<file path="src/rtl/corr_ctrl_pkg.sv">
// Shared types and constants for the correlation-engine control FSM.
package corr_ctrl_pkg;

  localparam int unsigned ROW_WORDS  = 4;
  localparam int unsigned CNT_W      = 20;
  localparam int unsigned PAD_CYCLES = 3;

  localparam logic [1:0] LAST_ROW = 2'd3;
  localparam logic [1:0] SEL_X    = 2'd0;
  localparam logic [1:0] SEL_Y    = 2'd1;
  localparam logic [1:0] SEL_Z    = 2'd2;

  typedef enum logic [3:0] {
    IDLE, INIT, RD_FILT, RD_ROWS, LD_TAB, CALC, STORE, WR_MEM, PAD, SHIFT, DONE
  } state_t;

  // Every strobe the controller drives toward the datapath and memory.
  typedef struct packed {
    logic       x_sel;
    logic       y_sel;
    logic       z_sel;
    logic       x_en;
    logic       y_en;
    logic       z_en;
    logic [1:0] mem_in_sel;
    logic       mem_read;
    logic       mem_write;
    logic       filt_ld;
    logic       filt_count_en;
    logic       filt_row_sel;
    logic       input_en;
    logic       input_count_en;
    logic [1:0] input_i_sel;
    logic       shift_en;
    logic       in_count_en;
    logic       in_count_ld;
    logic       tab_count_ld;
    logic       count_13_en;
    logic       table_ld;
    logic       mac_rst;
    logic       mac_ld;
    logic       calc_count_en;
    logic       write_buf_ld;
    logic       wr_count_en;
    logic       wr_data_sel;
    logic       done;
  } ctrl_t;

endpackage

</file>
<file path="src/rtl/corr_controller_if.sv">
// Controller <-> datapath bundle: status flags in, control strobes out.
interface corr_controller_if;

  logic       filt_cout;
  logic       input_j_cout;
  logic       calc_done;
  logic       write_mem_cout;
  logic       table_cout;
  logic       it_ends;

  logic       x_sel;
  logic       y_sel;
  logic       z_sel;
  logic       x_en;
  logic       y_en;
  logic       z_en;
  logic [1:0] mem_in_sel;
  logic       mem_read;
  logic       mem_write;
  logic       filt_ld;
  logic       filt_count_en;
  logic       filt_row_sel;
  logic       input_en;
  logic       input_count_en;
  logic [1:0] input_i_sel;
  logic       shift_en;
  logic       in_count_en;
  logic       in_count_ld;
  logic       tab_count_ld;
  logic       count_13_en;
  logic       table_ld;
  logic       mac_rst;
  logic       mac_ld;
  logic       calc_count_en;
  logic       write_buf_ld;
  logic       wr_count_en;
  logic       wr_data_sel;

  modport master (
    input  filt_cout, input_j_cout, calc_done, write_mem_cout, table_cout, it_ends,
    output x_sel, y_sel, z_sel, x_en, y_en, z_en, mem_in_sel, mem_read, mem_write,
           filt_ld, filt_count_en, filt_row_sel, input_en, input_count_en, input_i_sel,
           shift_en, in_count_en, in_count_ld, tab_count_ld, count_13_en, table_ld,
           mac_rst, mac_ld, calc_count_en, write_buf_ld, wr_count_en, wr_data_sel
  );

  modport slave (
    output filt_cout, input_j_cout, calc_done, write_mem_cout, table_cout, it_ends,
    input  x_sel, y_sel, z_sel, x_en, y_en, z_en, mem_in_sel, mem_read, mem_write,
           filt_ld, filt_count_en, filt_row_sel, input_en, input_count_en, input_i_sel,
           shift_en, in_count_en, in_count_ld, tab_count_ld, count_13_en, table_ld,
           mac_rst, mac_ld, calc_count_en, write_buf_ld, wr_count_en, wr_data_sel
  );

endinterface

</file>
<file path="src/rtl/corr_controller_band_row_ctr.sv">
// band_row_ctr: 2-bit index of the band row being written; clear, jump to last row, or step.
module band_row_ctr
  import corr_ctrl_pkg::*;
(
  input  logic       clk,
  input  logic       rst,
  input  logic       clr,
  input  logic       set_last,
  input  logic       inc,
  output logic [1:0] row
);

  always_ff @(posedge clk or negedge rst) begin
    if (!rst) begin
      row <= 2'd0;
    end else if (clr) begin
      row <= 2'd0;
    end else if (set_last) begin
      row <= LAST_ROW;
    end else if (inc) begin
      row <= row + 2'd1;
    end
  end

endmodule

</file>
<file path="src/rtl/corr_controller.sv">
// corr_controller: sequences filter load, band load, 4x4 MAC windows, result writes and band
// shifts for the 2-D correlation engine. Optional cycle counter enabled by CORR_PERF_CNT_EN.
module corr_controller
  import corr_ctrl_pkg::*;
(
  input  logic              clk,
  input  logic              rst,
  input  logic              start,
  corr_controller_if.master dp,
`ifdef CORR_PERF_CNT_EN
  output logic [CNT_W-1:0]  cycle_cnt,
`endif
  output logic              done
);

  state_t     state, state_next;
  logic       phase_b, phase_b_next;
  logic       last_win, last_win_next;
  logic       ends_seen, ends_seen_next;
  logic [1:0] pad_cnt, pad_cnt_next;
  logic [1:0] row;
  logic       row_clr, row_set_last, row_inc;
  ctrl_t      ctrl_d, ctrl_q;

  band_row_ctr u_row (
    .clk      (clk),
    .rst      (rst),
    .clr      (row_clr),
    .set_last (row_set_last),
    .inc      (row_inc),
    .row      (row)
  );

  // Outputs are decoded from the next state and registered, so they track state exactly.
  always_ff @(posedge clk or negedge rst) begin
    if (!rst) begin
      state     <= IDLE;
      phase_b   <= 1'b0;
      last_win  <= 1'b0;
      ends_seen <= 1'b0;
      pad_cnt   <= 2'd0;
      ctrl_q    <= '0;
    end else begin
      state     <= state_next;
      phase_b   <= phase_b_next;
      last_win  <= last_win_next;
      ends_seen <= ends_seen_next;
      pad_cnt   <= pad_cnt_next;
      ctrl_q    <= ctrl_d;
    end
  end

  always_comb begin
    state_next     = state;
    phase_b_next   = 1'b0;
    last_win_next  = last_win;
    ends_seen_next = ends_seen;
    pad_cnt_next   = 2'd0;
    row_clr        = 1'b0;
    row_set_last   = 1'b0;
    row_inc        = 1'b0;
    case (state)
      IDLE: if (start) state_next = INIT;
      INIT: begin
        state_next     = RD_FILT;
        row_clr        = 1'b1;
        last_win_next  = 1'b0;
        ends_seen_next = 1'b0;
      end
      RD_FILT: begin
        phase_b_next = ~phase_b;
        if (phase_b && dp.filt_cout) state_next = RD_ROWS;
      end
      // Band rows 0..3 fill in order; after a shift only row 3 is refilled.
      RD_ROWS: begin
        phase_b_next = ~phase_b;
        if (phase_b && dp.input_j_cout) begin
          if (row == LAST_ROW) state_next = LD_TAB;
          else                 row_inc    = 1'b1;
        end
      end
      LD_TAB: state_next = CALC;
      CALC:   if (dp.calc_done) state_next = STORE;
      STORE: begin
        last_win_next  = dp.table_cout;
        ends_seen_next = dp.it_ends;
        state_next     = (dp.write_mem_cout || dp.table_cout) ? WR_MEM : LD_TAB;
      end
      WR_MEM: state_next = last_win ? PAD : LD_TAB;
      PAD: begin
        pad_cnt_next = pad_cnt + 2'd1;
        if (pad_cnt == 2'(PAD_CYCLES - 1)) state_next = ends_seen ? DONE : SHIFT;
      end
      SHIFT: begin
        row_set_last = 1'b1;
        state_next   = RD_ROWS;
      end
      DONE:    if (!start) state_next = IDLE;
      default: state_next = IDLE;
    endcase
  end

  always_comb begin
    ctrl_d = '0;
    case (state_next)
      INIT: begin
        ctrl_d.x_en         = 1'b1;
        ctrl_d.y_en         = 1'b1;
        ctrl_d.z_en         = 1'b1;
        ctrl_d.in_count_ld  = 1'b1;
        ctrl_d.tab_count_ld = 1'b1;
        ctrl_d.mac_rst      = 1'b1;
      end
      RD_FILT: begin
        if (!phase_b_next) begin
          ctrl_d.mem_in_sel = SEL_X;
          ctrl_d.mem_read   = 1'b1;
        end else begin
          ctrl_d.filt_ld       = 1'b1;
          ctrl_d.filt_count_en = 1'b1;
          ctrl_d.x_en          = 1'b1;
          ctrl_d.x_sel         = 1'b1;
        end
      end
      // Row only moves at phase B or SHIFT, so the phase-A value is the one to write into.
      RD_ROWS: begin
        if (!phase_b_next) begin
          ctrl_d.mem_in_sel = SEL_Y;
          ctrl_d.mem_read   = 1'b1;
        end else begin
          ctrl_d.input_en       = 1'b1;
          ctrl_d.input_count_en = 1'b1;
          ctrl_d.y_en           = 1'b1;
          ctrl_d.y_sel          = 1'b1;
          ctrl_d.input_i_sel    = row;
        end
      end
      LD_TAB: begin
        ctrl_d.table_ld = 1'b1;
        ctrl_d.mac_rst  = 1'b1;
      end
      CALC: begin
        ctrl_d.mac_ld        = 1'b1;
        ctrl_d.calc_count_en = 1'b1;
        ctrl_d.filt_row_sel  = 1'b1;
      end
      STORE: begin
        ctrl_d.write_buf_ld = 1'b1;
        ctrl_d.wr_count_en  = 1'b1;
        ctrl_d.count_13_en  = 1'b1;
      end
      WR_MEM: begin
        ctrl_d.mem_in_sel  = SEL_Z;
        ctrl_d.mem_write   = 1'b1;
        ctrl_d.z_en        = 1'b1;
        ctrl_d.z_sel       = 1'b1;
        ctrl_d.wr_data_sel = last_win_next;
      end
      PAD: ctrl_d.wr_count_en = 1'b1;
      SHIFT: begin
        ctrl_d.shift_en     = 1'b1;
        ctrl_d.in_count_en  = 1'b1;
        ctrl_d.tab_count_ld = 1'b1;
      end
      DONE:    ctrl_d.done = 1'b1;
      default: ctrl_d = '0;
    endcase
  end

`ifdef CORR_PERF_CNT_EN
  // Run-length counter: zeroed at INIT, counts active cycles, saturates, frozen in DONE.
  always_ff @(posedge clk or negedge rst) begin
    if (!rst) begin
      cycle_cnt <= '0;
    end else if (state == INIT) begin
      cycle_cnt <= '0;
    end else if (state != IDLE && state != DONE && cycle_cnt != '1) begin
      cycle_cnt <= cycle_cnt + CNT_W'(1);
    end
  end
`endif

  assign dp.x_sel          = ctrl_q.x_sel;
  assign dp.y_sel          = ctrl_q.y_sel;
  assign dp.z_sel          = ctrl_q.z_sel;
  assign dp.x_en           = ctrl_q.x_en;
  assign dp.y_en           = ctrl_q.y_en;
  assign dp.z_en           = ctrl_q.z_en;
  assign dp.mem_in_sel     = ctrl_q.mem_in_sel;
  assign dp.mem_read       = ctrl_q.mem_read;
  assign dp.mem_write      = ctrl_q.mem_write;
  assign dp.filt_ld        = ctrl_q.filt_ld;
  assign dp.filt_count_en  = ctrl_q.filt_count_en;
  assign dp.filt_row_sel   = ctrl_q.filt_row_sel;
  assign dp.input_en       = ctrl_q.input_en;
  assign dp.input_count_en = ctrl_q.input_count_en;
  assign dp.input_i_sel    = ctrl_q.input_i_sel;
  assign dp.shift_en       = ctrl_q.shift_en;
  assign dp.in_count_en    = ctrl_q.in_count_en;
  assign dp.in_count_ld    = ctrl_q.in_count_ld;
  assign dp.tab_count_ld   = ctrl_q.tab_count_ld;
  assign dp.count_13_en    = ctrl_q.count_13_en;
  assign dp.table_ld       = ctrl_q.table_ld;
  assign dp.mac_rst        = ctrl_q.mac_rst;
  assign dp.mac_ld         = ctrl_q.mac_ld;
  assign dp.calc_count_en  = ctrl_q.calc_count_en;
  assign dp.write_buf_ld   = ctrl_q.write_buf_ld;
  assign dp.wr_count_en    = ctrl_q.wr_count_en;
  assign dp.wr_data_sel    = ctrl_q.wr_data_sel;
  assign done              = ctrl_q.done;

endmodule

</file>
<file path="src/flat_wrapper.sv">
// flat-port wrapper written by rule: the top's interface ports become plain ports
module corr_controller_flat import corr_ctrl_pkg::*;
  (clk, rst, start, done, dp_filt_cout, dp_input_j_cout, dp_calc_done, dp_write_mem_cout, dp_table_cout, dp_it_ends, dp_x_sel, dp_y_sel, dp_z_sel, dp_x_en, dp_y_en, dp_z_en, dp_mem_in_sel, dp_mem_read, dp_mem_write, dp_filt_ld, dp_filt_count_en, dp_filt_row_sel, dp_input_en, dp_input_count_en, dp_input_i_sel, dp_shift_en, dp_in_count_en, dp_in_count_ld, dp_tab_count_ld, dp_count_13_en, dp_table_ld, dp_mac_rst, dp_mac_ld, dp_calc_count_en, dp_write_buf_ld, dp_wr_count_en, dp_wr_data_sel);
  corr_controller_if dp_i ();
  input  logic clk;
  input  logic rst;
  input  logic start;
  output logic done;
  input wire logic [$bits(dp_i.filt_cout)-1:0] dp_filt_cout;
  input wire logic [$bits(dp_i.input_j_cout)-1:0] dp_input_j_cout;
  input wire logic [$bits(dp_i.calc_done)-1:0] dp_calc_done;
  input wire logic [$bits(dp_i.write_mem_cout)-1:0] dp_write_mem_cout;
  input wire logic [$bits(dp_i.table_cout)-1:0] dp_table_cout;
  input wire logic [$bits(dp_i.it_ends)-1:0] dp_it_ends;
  output wire logic [$bits(dp_i.x_sel)-1:0] dp_x_sel;
  output wire logic [$bits(dp_i.y_sel)-1:0] dp_y_sel;
  output wire logic [$bits(dp_i.z_sel)-1:0] dp_z_sel;
  output wire logic [$bits(dp_i.x_en)-1:0] dp_x_en;
  output wire logic [$bits(dp_i.y_en)-1:0] dp_y_en;
  output wire logic [$bits(dp_i.z_en)-1:0] dp_z_en;
  output wire logic [$bits(dp_i.mem_in_sel)-1:0] dp_mem_in_sel;
  output wire logic [$bits(dp_i.mem_read)-1:0] dp_mem_read;
  output wire logic [$bits(dp_i.mem_write)-1:0] dp_mem_write;
  output wire logic [$bits(dp_i.filt_ld)-1:0] dp_filt_ld;
  output wire logic [$bits(dp_i.filt_count_en)-1:0] dp_filt_count_en;
  output wire logic [$bits(dp_i.filt_row_sel)-1:0] dp_filt_row_sel;
  output wire logic [$bits(dp_i.input_en)-1:0] dp_input_en;
  output wire logic [$bits(dp_i.input_count_en)-1:0] dp_input_count_en;
  output wire logic [$bits(dp_i.input_i_sel)-1:0] dp_input_i_sel;
  output wire logic [$bits(dp_i.shift_en)-1:0] dp_shift_en;
  output wire logic [$bits(dp_i.in_count_en)-1:0] dp_in_count_en;
  output wire logic [$bits(dp_i.in_count_ld)-1:0] dp_in_count_ld;
  output wire logic [$bits(dp_i.tab_count_ld)-1:0] dp_tab_count_ld;
  output wire logic [$bits(dp_i.count_13_en)-1:0] dp_count_13_en;
  output wire logic [$bits(dp_i.table_ld)-1:0] dp_table_ld;
  output wire logic [$bits(dp_i.mac_rst)-1:0] dp_mac_rst;
  output wire logic [$bits(dp_i.mac_ld)-1:0] dp_mac_ld;
  output wire logic [$bits(dp_i.calc_count_en)-1:0] dp_calc_count_en;
  output wire logic [$bits(dp_i.write_buf_ld)-1:0] dp_write_buf_ld;
  output wire logic [$bits(dp_i.wr_count_en)-1:0] dp_wr_count_en;
  output wire logic [$bits(dp_i.wr_data_sel)-1:0] dp_wr_data_sel;
  assign dp_i.filt_cout = dp_filt_cout;
  assign dp_i.input_j_cout = dp_input_j_cout;
  assign dp_i.calc_done = dp_calc_done;
  assign dp_i.write_mem_cout = dp_write_mem_cout;
  assign dp_i.table_cout = dp_table_cout;
  assign dp_i.it_ends = dp_it_ends;
  assign dp_x_sel = dp_i.x_sel;
  assign dp_y_sel = dp_i.y_sel;
  assign dp_z_sel = dp_i.z_sel;
  assign dp_x_en = dp_i.x_en;
  assign dp_y_en = dp_i.y_en;
  assign dp_z_en = dp_i.z_en;
  assign dp_mem_in_sel = dp_i.mem_in_sel;
  assign dp_mem_read = dp_i.mem_read;
  assign dp_mem_write = dp_i.mem_write;
  assign dp_filt_ld = dp_i.filt_ld;
  assign dp_filt_count_en = dp_i.filt_count_en;
  assign dp_filt_row_sel = dp_i.filt_row_sel;
  assign dp_input_en = dp_i.input_en;
  assign dp_input_count_en = dp_i.input_count_en;
  assign dp_input_i_sel = dp_i.input_i_sel;
  assign dp_shift_en = dp_i.shift_en;
  assign dp_in_count_en = dp_i.in_count_en;
  assign dp_in_count_ld = dp_i.in_count_ld;
  assign dp_tab_count_ld = dp_i.tab_count_ld;
  assign dp_count_13_en = dp_i.count_13_en;
  assign dp_table_ld = dp_i.table_ld;
  assign dp_mac_rst = dp_i.mac_rst;
  assign dp_mac_ld = dp_i.mac_ld;
  assign dp_calc_count_en = dp_i.calc_count_en;
  assign dp_write_buf_ld = dp_i.write_buf_ld;
  assign dp_wr_count_en = dp_i.wr_count_en;
  assign dp_wr_data_sel = dp_i.wr_data_sel;
  corr_controller u_core (.clk(clk), .rst(rst), .start(start), .dp(dp_i), .done(done));
endmodule
</file>
<file path="config.mk">
export PLATFORM = sky130hd
export DESIGN_NAME = corr_controller_flat
export DESIGN_NICKNAME = d
export VERILOG_FILES = /design/src/rtl/corr_ctrl_pkg.sv /design/src/rtl/corr_controller_if.sv /design/src/rtl/corr_controller_band_row_ctr.sv /design/src/rtl/corr_controller.sv /design/src/flat_wrapper.sv
export SDC_FILE = /design/constraint.sdc
export NUM_CORES = 1
export LEC_CHECK = 0
export CORE_MARGIN = 8
export CORE_UTILIZATION = 42
export CTS_CLUSTER_DIAMETER = 30
export DETAILED_ROUTE_END_ITERATION = 8
export GPL_ROUTABILITY_DRIVEN = 0
export PLACE_DENSITY_LB_ADDON = 0.2
export RECOVER_POWER = 100
export REMOVE_ABC_BUFFERS = 1
export SLEW_MARGIN = 20
export SYNTH_ARGS = -nofsm -noshare
export SYNTH_HDL_FRONTEND = slang
export SYNTH_SLANG_ARGS = --single-unit
</file>
<file path="constraint.sdc">
create_clock -name clk -period 1.56 [get_ports clk]
set_input_delay 0.312 -clock clk [delete_from_list [all_inputs] [get_ports clk]]
set_output_delay 0.312 -clock clk [all_outputs]
set_load 0.03 [all_outputs]
</file>
==> summary.md, run 1 <==
| Metric | Value |
|---|---|
| Outcome | `finished, violations left` |
| Violated checks | `negative setup slack` |
| Max stage delay on crit path | `0.46 ns` |
| Detailed Routing Iterations Pass 1 | `4` |
| Max-slew violation count | `0` |
| Overflow after GRT | `0` |
| ANT cells | `0` |
| Hold_buf cts | `0` |
| Power Density | `1930 nW/um^2` |
| RR Endpoint | `u_core.dp.filt_row_sel$_DFF_PN0_` |
| # clock sinks | `31` |
| # IOs | `39` |
| Part of the Yosys area used for sequential elements | `54.4%` |
| DIE WIDTH | `74.3 um` |
| GR Util met2 | `24.1%` |
| FMAX | `605 MHz` |
| GRT met3 Usage | `6.60%` |
| Dpl hpwl | `2530 um` |
| Final Critical Period | `1.65 ns` |
| Least-Margin Pin Slew | `0.766 ns` |
| Worst-path clk slew | `0.11 ns` |
| Final instance area | `2150 sq um` |
| Antenna violations before repair | `0` |
| Largest net degree at the start of global routing | `32` |
| Yosys top cell by area | `dfrtp_1` |
| FILL cells | `294` |
| CP startpoint kind | `flop` |
| Crit share post-route | `106%` |
| DRC | `0` |
| Crit Path Category | `reg2reg` |
| Vias in the first global route | `1252` |
| DP Worst Slack | `-0.341 ns` |
| Num CTS Buffers | `5` |
| H-tree Lvls | `2` |
| Net count, final | `204` |
| DRT Wirelength | `3910 um` |
| Max cap viols | `0` |
| Critical Path Start | `u_core.u_row.row[1]$_DFFE_PN0P_` |
| Clock root buffer master | `clkbuf_4` |
| Worst Path Buf+Inv | `0` |
| Crit. End Element | `flop` |
| FP Rows | `21` |
| R2r startpoint | `u_core.u_row.row[1]$_DFFE_PN0P_` |
| Vias per cell | `4.96` |
| Final setup violation count | `8` |
| Leakage | `0.00113 uW` |
| Syn. warnings | `0` |
| Slowest-stage cell, CP | `or3_4` |
| Initial core utilization | `43.0%` |
| Power Total | `4130 uW` |
| Fin Setup TNS | `-0.527 ns` |
| Setup WS post-layout | `-0.0940 ns` |
| Clk_lat worst skew | `0.34 ns` |
| Worst Hold Class | `reg2reg` |
| DR WL/cell | `16.3 um` |
| Core Area | `3310 sq um` |
| WP data arrival | `1.89 ns` |
| Mean area per synthesized cell | `10.8 sq um` |
| Busiest layer in global routing | `met2` |
| Most common cell after layout, fill and taps aside | `dlygate4sd2_1` |
| Share of layout cells above drive strength 1 | `36.1%` |
| Compound-gate portion of the synthesized area | `11.9%` |
| Commonest cells after routing, fill and taps aside | `30 x dlygate4sd2_1, 29 x dfrtp_1, 26 x buf_4` |
| Worst Reg2Reg Path Length in Cells | `5` |
| Post-synthesis cell area | `1430 sq um` |
| CTS tree | `done` |
| Post-synthesis mux area share | `2.28%` |
| Simple-gate share of the synthesized area | `20.0%` |
| Synth area leaders | `dfrtp_1 54%, buf_4 5.8%, nor2_1 3.4%` |
| DRT iter0 DRCs | `49` |
| Area growth, synth to finish | `50.7%` |
| Hold Crit Endpoint | `u_core.pad_cnt[0]$_DFF_PN0_` |
| DP Area | `1930 sq um` |
| Worst-path fanout max | `7` |
| Layout Skew | `0.00893 ns` |
| Synth unique cells | `39` |
| Via count | `1190` |
| DIE AREA | `5510 sq um` |
| Hold Vio Cnt, Final | `0` |
| Synth Area in Adders | `1.76%` |
| WP data required | `1.80 ns` |
| First-pass GRT wire length | `5890 um` |
| FF-to-FF setup slack | `-0.09 ns` |
| Yosys reg bits | `31` |
| Largest family of logic cells by synthesized area | `simple AND/OR/NAND/NOR gates` |
| Hold depth | `2` |
| Crit path depth | `5` |
| Crit path cell chain | `ha_4, nand3_2, o2bb2ai_4, or3_4, and3_4` |
| Post-synthesis instance total | `132` |
| PortBufs | `38` |
| Met1 Use GR | `15.2%` |
| Final antenna-violating net count | `0` |
| Family with the most delay on the worst path | `simple AND/OR/NAND/NOR gates` |
| Clk buf depth | `2` |
| Die Y | `74.3 um` |
| Synth Area in XOR/XNOR | `0%` |
| RSZ-0062 raised after global routing | `yes` |
| Worst Hold Launch | `u_core.pad_cnt[0]$_DFF_PN0_` |
| GRT Total Usage | `14.6%` |
| Yosys top cell area share | `54.4%` |
| Slew headroom | `49.0%` |
| Max rail drop VDD | `0.778 mV` |
| Final core utilization | `64.9%` |
==> metal layers <==
| layer | up-vias | routed length (um) |
|---|---|---|
| li1 | 562 | - |
| met1 | 579 | 1570 |
| met2 | 40 | 1950 |
| met3 | 9 | 307 |
| met4 | 0 | 88 |
| met5 | - | 0 |
==> worst max-delay path by stage <==
| stage | end | slack [ns] |
|---|---|---|
| floorplan | u_core.dp.filt_row_sel$_DFF_PN0_ | -0.09 |
| global placement | u_core.dp.filt_row_sel$_DFF_PN0_ | -0.30 |
| detailed placement | u_core.dp.filt_row_sel$_DFF_PN0_ | -0.34 |
| CTS | u_core.dp.filt_row_sel$_DFF_PN0_ | -0.07 |
| global route | u_core.dp.mem_in_sel[0]$_DFF_PN0_ | -0.13 |
| finish | u_core.dp.filt_row_sel$_DFF_PN0_ | -0.09 |
==> Yosys cell counts <==
| cell type | n |
|---|---|
| buf_4 | 11 |
| mux2_1 | 1 |
| a21oi_1 | 5 |
| nand2_2 | 1 |
| buf_6 | 1 |
| o31ai_4 | 2 |
| nor3_2 | 2 |
| nor3_1 | 1 |
| dfrtp_1 | 31 |
| and3_1 | 6 |
| nand3_1 | 5 |
| o2bb2ai_2 | 1 |
| o22a_1 | 1 |
| nor2b_1 | 3 |
| nor2_1 | 13 |
| nand4_1 | 1 |
| or2b_1 | 1 |
| nor3b_1 | 1 |
| mux2i_1 | 1 |
| o22ai_1 | 3 |
| or3_4 | 1 |
| inv_1 | 9 |
| nand2_1 | 7 |
| and2b_1 | 2 |
| and3_4 | 1 |
| mux2_2 | 1 |
| a22oi_1 | 1 |
| a21o_1 | 1 |
| nand3b_1 | 1 |
| nor2_2 | 1 |
| o31ai_1 | 1 |
| nand2b_1 | 1 |
| nor4_1 | 1 |
| o21ai_1 | 1 |
| ha_1 | 2 |
| a31oi_1 | 1 |
| o21ai_0 | 5 |
| and2_1 | 2 |
| buf_2 | 2 |
==> flip-flops by register name, indices dropped and copies added (netlist names), 2 cells and up <==
register and flops:
u_core.pad_cnt 2, u_core.dp.mem_in_sel 2, u_core.u_row.row 2, u_core.dp.input_i_sel 2, u_core.state 4
==> worst register-to-register path: stages, from the launching register on <==
cell	delay, ns
dfrtp_1	0.43
ha_4	0.19
nand3_2	0.10
o2bb2ai_4	0.17
or3_4	0.46
and3_4	0.20
==> power breakdown <==
part | switching, uW | internal [uW] | total (uW)
Combinational | 1300 | 942 | 2240
Sequential | 186 | 1040 | 1220
Clock | 293 | 378 | 672
==> area by class of cell <==
cell class | instances | area [sq um] | share of cell area (%)
clock buffers | 6 | 51.3 | 2.39
repair buffers | 67 | 566 | 26.3
flip-flops and latches | 31 | 778 | 36.2
multi-input cells | 79 | 626 | 29.1
clock inverters | 2 | 35.0 | 1.63
inverters | 9 | 33.8 | 1.57
well taps | 46 | 57.6 | 2.68
==> what timing repair did <==
item,4_1_cts,5_1_grt
buffers inserted,3,3
endpoints found under the setup margin,45,16
pin swaps,7,6
gates cloned,1,0
resized for setup,46,16
endpoints found under the hold margin,0,0
==> cell families after synthesis <==
family	Yosys count
flip-flops	31
multiplexers	3
AO/OA/AOI/OAI	22
AND/OR/NAND/NOR	51
adder cells (fa/ha/maj)	2
buffers and inverters	23
==> stage by stage <==
step	hold WS, ns	instances
floorplan	0.0164	118
global placement	0.412	225
detailed placement	0.424	225
CTS	0.365	237
global route	0.536	240
finish	0.520	240
(Power assumes the default switching activity.)
==> inputs of run 2 (changes only) <==
--- a/config.mk
+++ b/config.mk
@@ -9,7 +9,7 @@
 export CORE_UTILIZATION = 42
 export CTS_CLUSTER_DIAMETER = 30
 export DETAILED_ROUTE_END_ITERATION = 8
-export GPL_ROUTABILITY_DRIVEN = 0
+export GPL_ROUTABILITY_DRIVEN = 1
 export PLACE_DENSITY_LB_ADDON = 0.2
 export RECOVER_POWER = 100
 export REMOVE_ABC_BUFFERS = 1
==> run 2 against run 1 <==
Compared with the run above: the flow still finishes with violations (negative setup slack); cell count rose by 0.42%; count of clock-buffer cells in the layout did not move; final area rose by 0.64%; highest routed layer unchanged; worst setup slack improved by 0.0097 ns; clock power fell by 30%; worst hold slack improved by 0.0057 ns; wire length fell by 5.0%; via count fell by 2.5%; first-iteration DRC count rose by 6.1%; critical path depth did not move; non-clock buffer count rose by 2.
==> summary.md, run 2 (synthesis gave the netlist of run 1 again) <==
| Metric | Value |
|---|---|
| Final instance area | `2160 sq um` |
| Clk buf depth | `2` |
| Least-Margin Pin Slew | `0.755 ns` |
| Worst-path clk slew | `0.09 ns` |
| DR WL/cell | `15.4 um` |
| WP data arrival | `1.87 ns` |
| FP Rows | `21` |
| CTS tree | `done` |
| Power Density | `1860 nW/um^2` |
| Vias per cell | `4.81` |
| DP Area | `1940 sq um` |
| Slew headroom | `49.7%` |
| Antenna violations before repair | `0` |
| Max rail drop VDD | `1.02 mV` |
| Final Critical Period | `1.64 ns` |
| FILL cells | `303` |
| DIE WIDTH | `74.3 um` |
| Overflow after GRT | `0` |
| Dpl hpwl | `2590 um` |
| Worst-path fanout max | `7` |
| Via count | `1160` |
| DRT Wirelength | `3720 um` |
| DP Worst Slack | `-0.328 ns` |
| Most flops, register | `u_core.state` |
| Leakage | `0.00115 uW` |
| H-tree Lvls | `2` |
| Die Y | `74.3 um` |
| Max FFs per register | `4` |
| Core Area | `3310 sq um` |
| Final core utilization | `65.3%` |
| Vias in the first global route | `1261` |
| Clk_lat worst skew | `0.33 ns` |
| Final antenna-violating net count | `0` |
| Area occupied by registers | `779 sq um` |
| Register share of total power | `31.0%` |
| Combinational share of power | `57.2%` |
| ANT cells | `0` |
| PortBufs | `38` |
| Violated checks | `negative setup slack` |
| Area growth, synth to finish | `51.6%` |
| RSZ-0062 raised after global routing | `yes` |
| Placed cells | `226` |
| FMAX | `608 MHz` |
| Final std cells w/o fill | `241` |
| First-pass GRT wire length | `6070 um` |
| Largest net degree at the start of global routing | `32` |
| # clock sinks | `31` |
| GR Util met2 | `24.3%` |
| DRC | `0` |
| Clock root buffer master | `clkbuf_4` |
| Crit Path Category | `reg2reg` |
| Layout Skew | `0.00453 ns` |
| Net count, final | `206` |
| Initial core utilization | `43.0%` |
| Setup WS post-layout | `-0.0843 ns` |
| Worst Hold Class | `reg2reg` |
| Share of layout cells above drive strength 1 | `38.5%` |
| RD Place Congestion | `0.884` |
| Max cap viols | `0` |
| Final setup violation count | `9` |
| Busiest layer in global routing | `met2` |
| Crit share post-route | `105%` |
| Met1 Use GR | `16.7%` |
| Max-slew violation count | `0` |
| Crit. End Element | `flop` |
| Num CTS Buffers | `5` |
| GRT met3 Usage | `6.20%` |
| Pint | `2250 uW` |
| Psw | `1770 uW` |
| DIE AREA | `5510 sq um` |
| Commonest cells after routing, fill and taps aside | `30 x dlygate4sd2_1, 28 x dfrtp_1, 27 x buf_4` |
| WP data required | `1.78 ns` |
| Detailed Routing Iterations Pass 1 | `4` |
| # IOs | `39` |
| DRT iter0 DRCs | `52` |
| Sw Ratio | `44.0%` |
| Hold Vio Cnt, Final | `0` |
| Clock Power Share | `11.8%` |
| Most common cell after layout, fill and taps aside | `dlygate4sd2_1` |
| Power Total | `4010 uW` |
| GRT Total Usage | `14.6%` |
| Outcome | `finished, violations left` |
| Area of the multi-input gates | `649 sq um` |
| CP startpoint kind | `flop` |
[run 2: repair_timing]
item | CTS | global route
gates resized for setup | 45 | 24
hold buffers | 0 | 0
endpoints found under the hold margin | 0 | 0
gates cloned | 1 | 0
pin swaps | 10 | 6
setup endpoints to repair | 45 | 16
buffers inserted | 0 | 7
[run 2: cell type report]
type,count,area share [%]
clock buffer,6,2.37
sequential,31,36.1
inverter,9,1.56
clock inverter,1,0.232
tap,46,2.66
multi-input combinational,79,30.1
timing repair buffer,69,27.0
[run 2: path summary, 6_finish.rpt]
path | start | slack, ns | depth (start not counted) | to
worst max-delay path | u_core.state[2]$_DFF_PN0_ | -0.08 | 5 | u_core.dp.mem_in_sel[0]$_DFF_PN0_
worst min-delay path | u_core.pad_cnt[0]$_DFF_PN0_ | 0.53 | 2 | u_core.pad_cnt[0]$_DFF_PN0_
worst max register to register | u_core.state[2]$_DFF_PN0_ | -0.08 | 5 | u_core.dp.mem_in_sel[0]$_DFF_PN0_
worst min register to register | u_core.pad_cnt[0]$_DFF_PN0_ | 0.53 | 2 | u_core.pad_cnt[0]$_DFF_PN0_
max in group asynchronous | rst | 0.47 | 2 | u_core.state[3]$_DFF_PN0_
min in group asynchronous | rst | 0.57 | 2 | u_core.u_row.row[0]$_DFFE_PN0P_
[run 2: metal layers]
metal	part of all wire (%)	wire, um
met2	49	1810
met4	0.73	27
met5	0	0
met3	8.1	301
met1	42	1570
[run 2: worst max-delay path: stages, from the launching register on]
cell       delay, ns
dfrtp_2         0.48
and2b_2         0.27
nand2_4         0.08
o2bb2ai_4       0.07
or3_4           0.46
nor3b_2         0.18
[run 2: per-stage QoR]
| stage | TNS (ns) | hold WS [ns] |
|---|---|---|
| 2_1_floorplan | -0.480 | 0.0164 |
| 3_3_place_gp | -3.88 | 0.413 |
| 3_5_place_dp | -4.16 | 0.418 |
| 4_1_cts | -0.794 | 0.373 |
| 5_1_grt | -1.36 | 0.548 |
| 6_report | -0.576 | 0.526 |
[run 2: power groups by stage]
| stage | registers, uW | clock network, uW | logic (uW) |
|---|---|---|---|
| floorplan | 1590 | 0 | 743 |
| detailed placement | 1220 | 0 | 2050 |
| global placement | 1220 | 0 | 2020 |
| finish | 1240 | 473 | 2290 |
| CTS | 1220 | 485 | 2050 |
| global route | 1280 | 519 | 2480 |
==> inputs of run 3 (changes only) <==
--- a/config.mk
+++ b/config.mk
@@ -13,7 +13,7 @@
 export PLACE_DENSITY_LB_ADDON = 0.2
 export RECOVER_POWER = 100
 export REMOVE_ABC_BUFFERS = 1
-export SLEW_MARGIN = 20
+export SLEW_MARGIN = 40
 export SYNTH_ARGS = -nofsm -noshare
 export SYNTH_HDL_FRONTEND = slang
 export SYNTH_SLANG_ARGS = --single-unit
==> results of run 3 <==
Same layout as run 2: the final DEF is identical, and so are final timing and power.
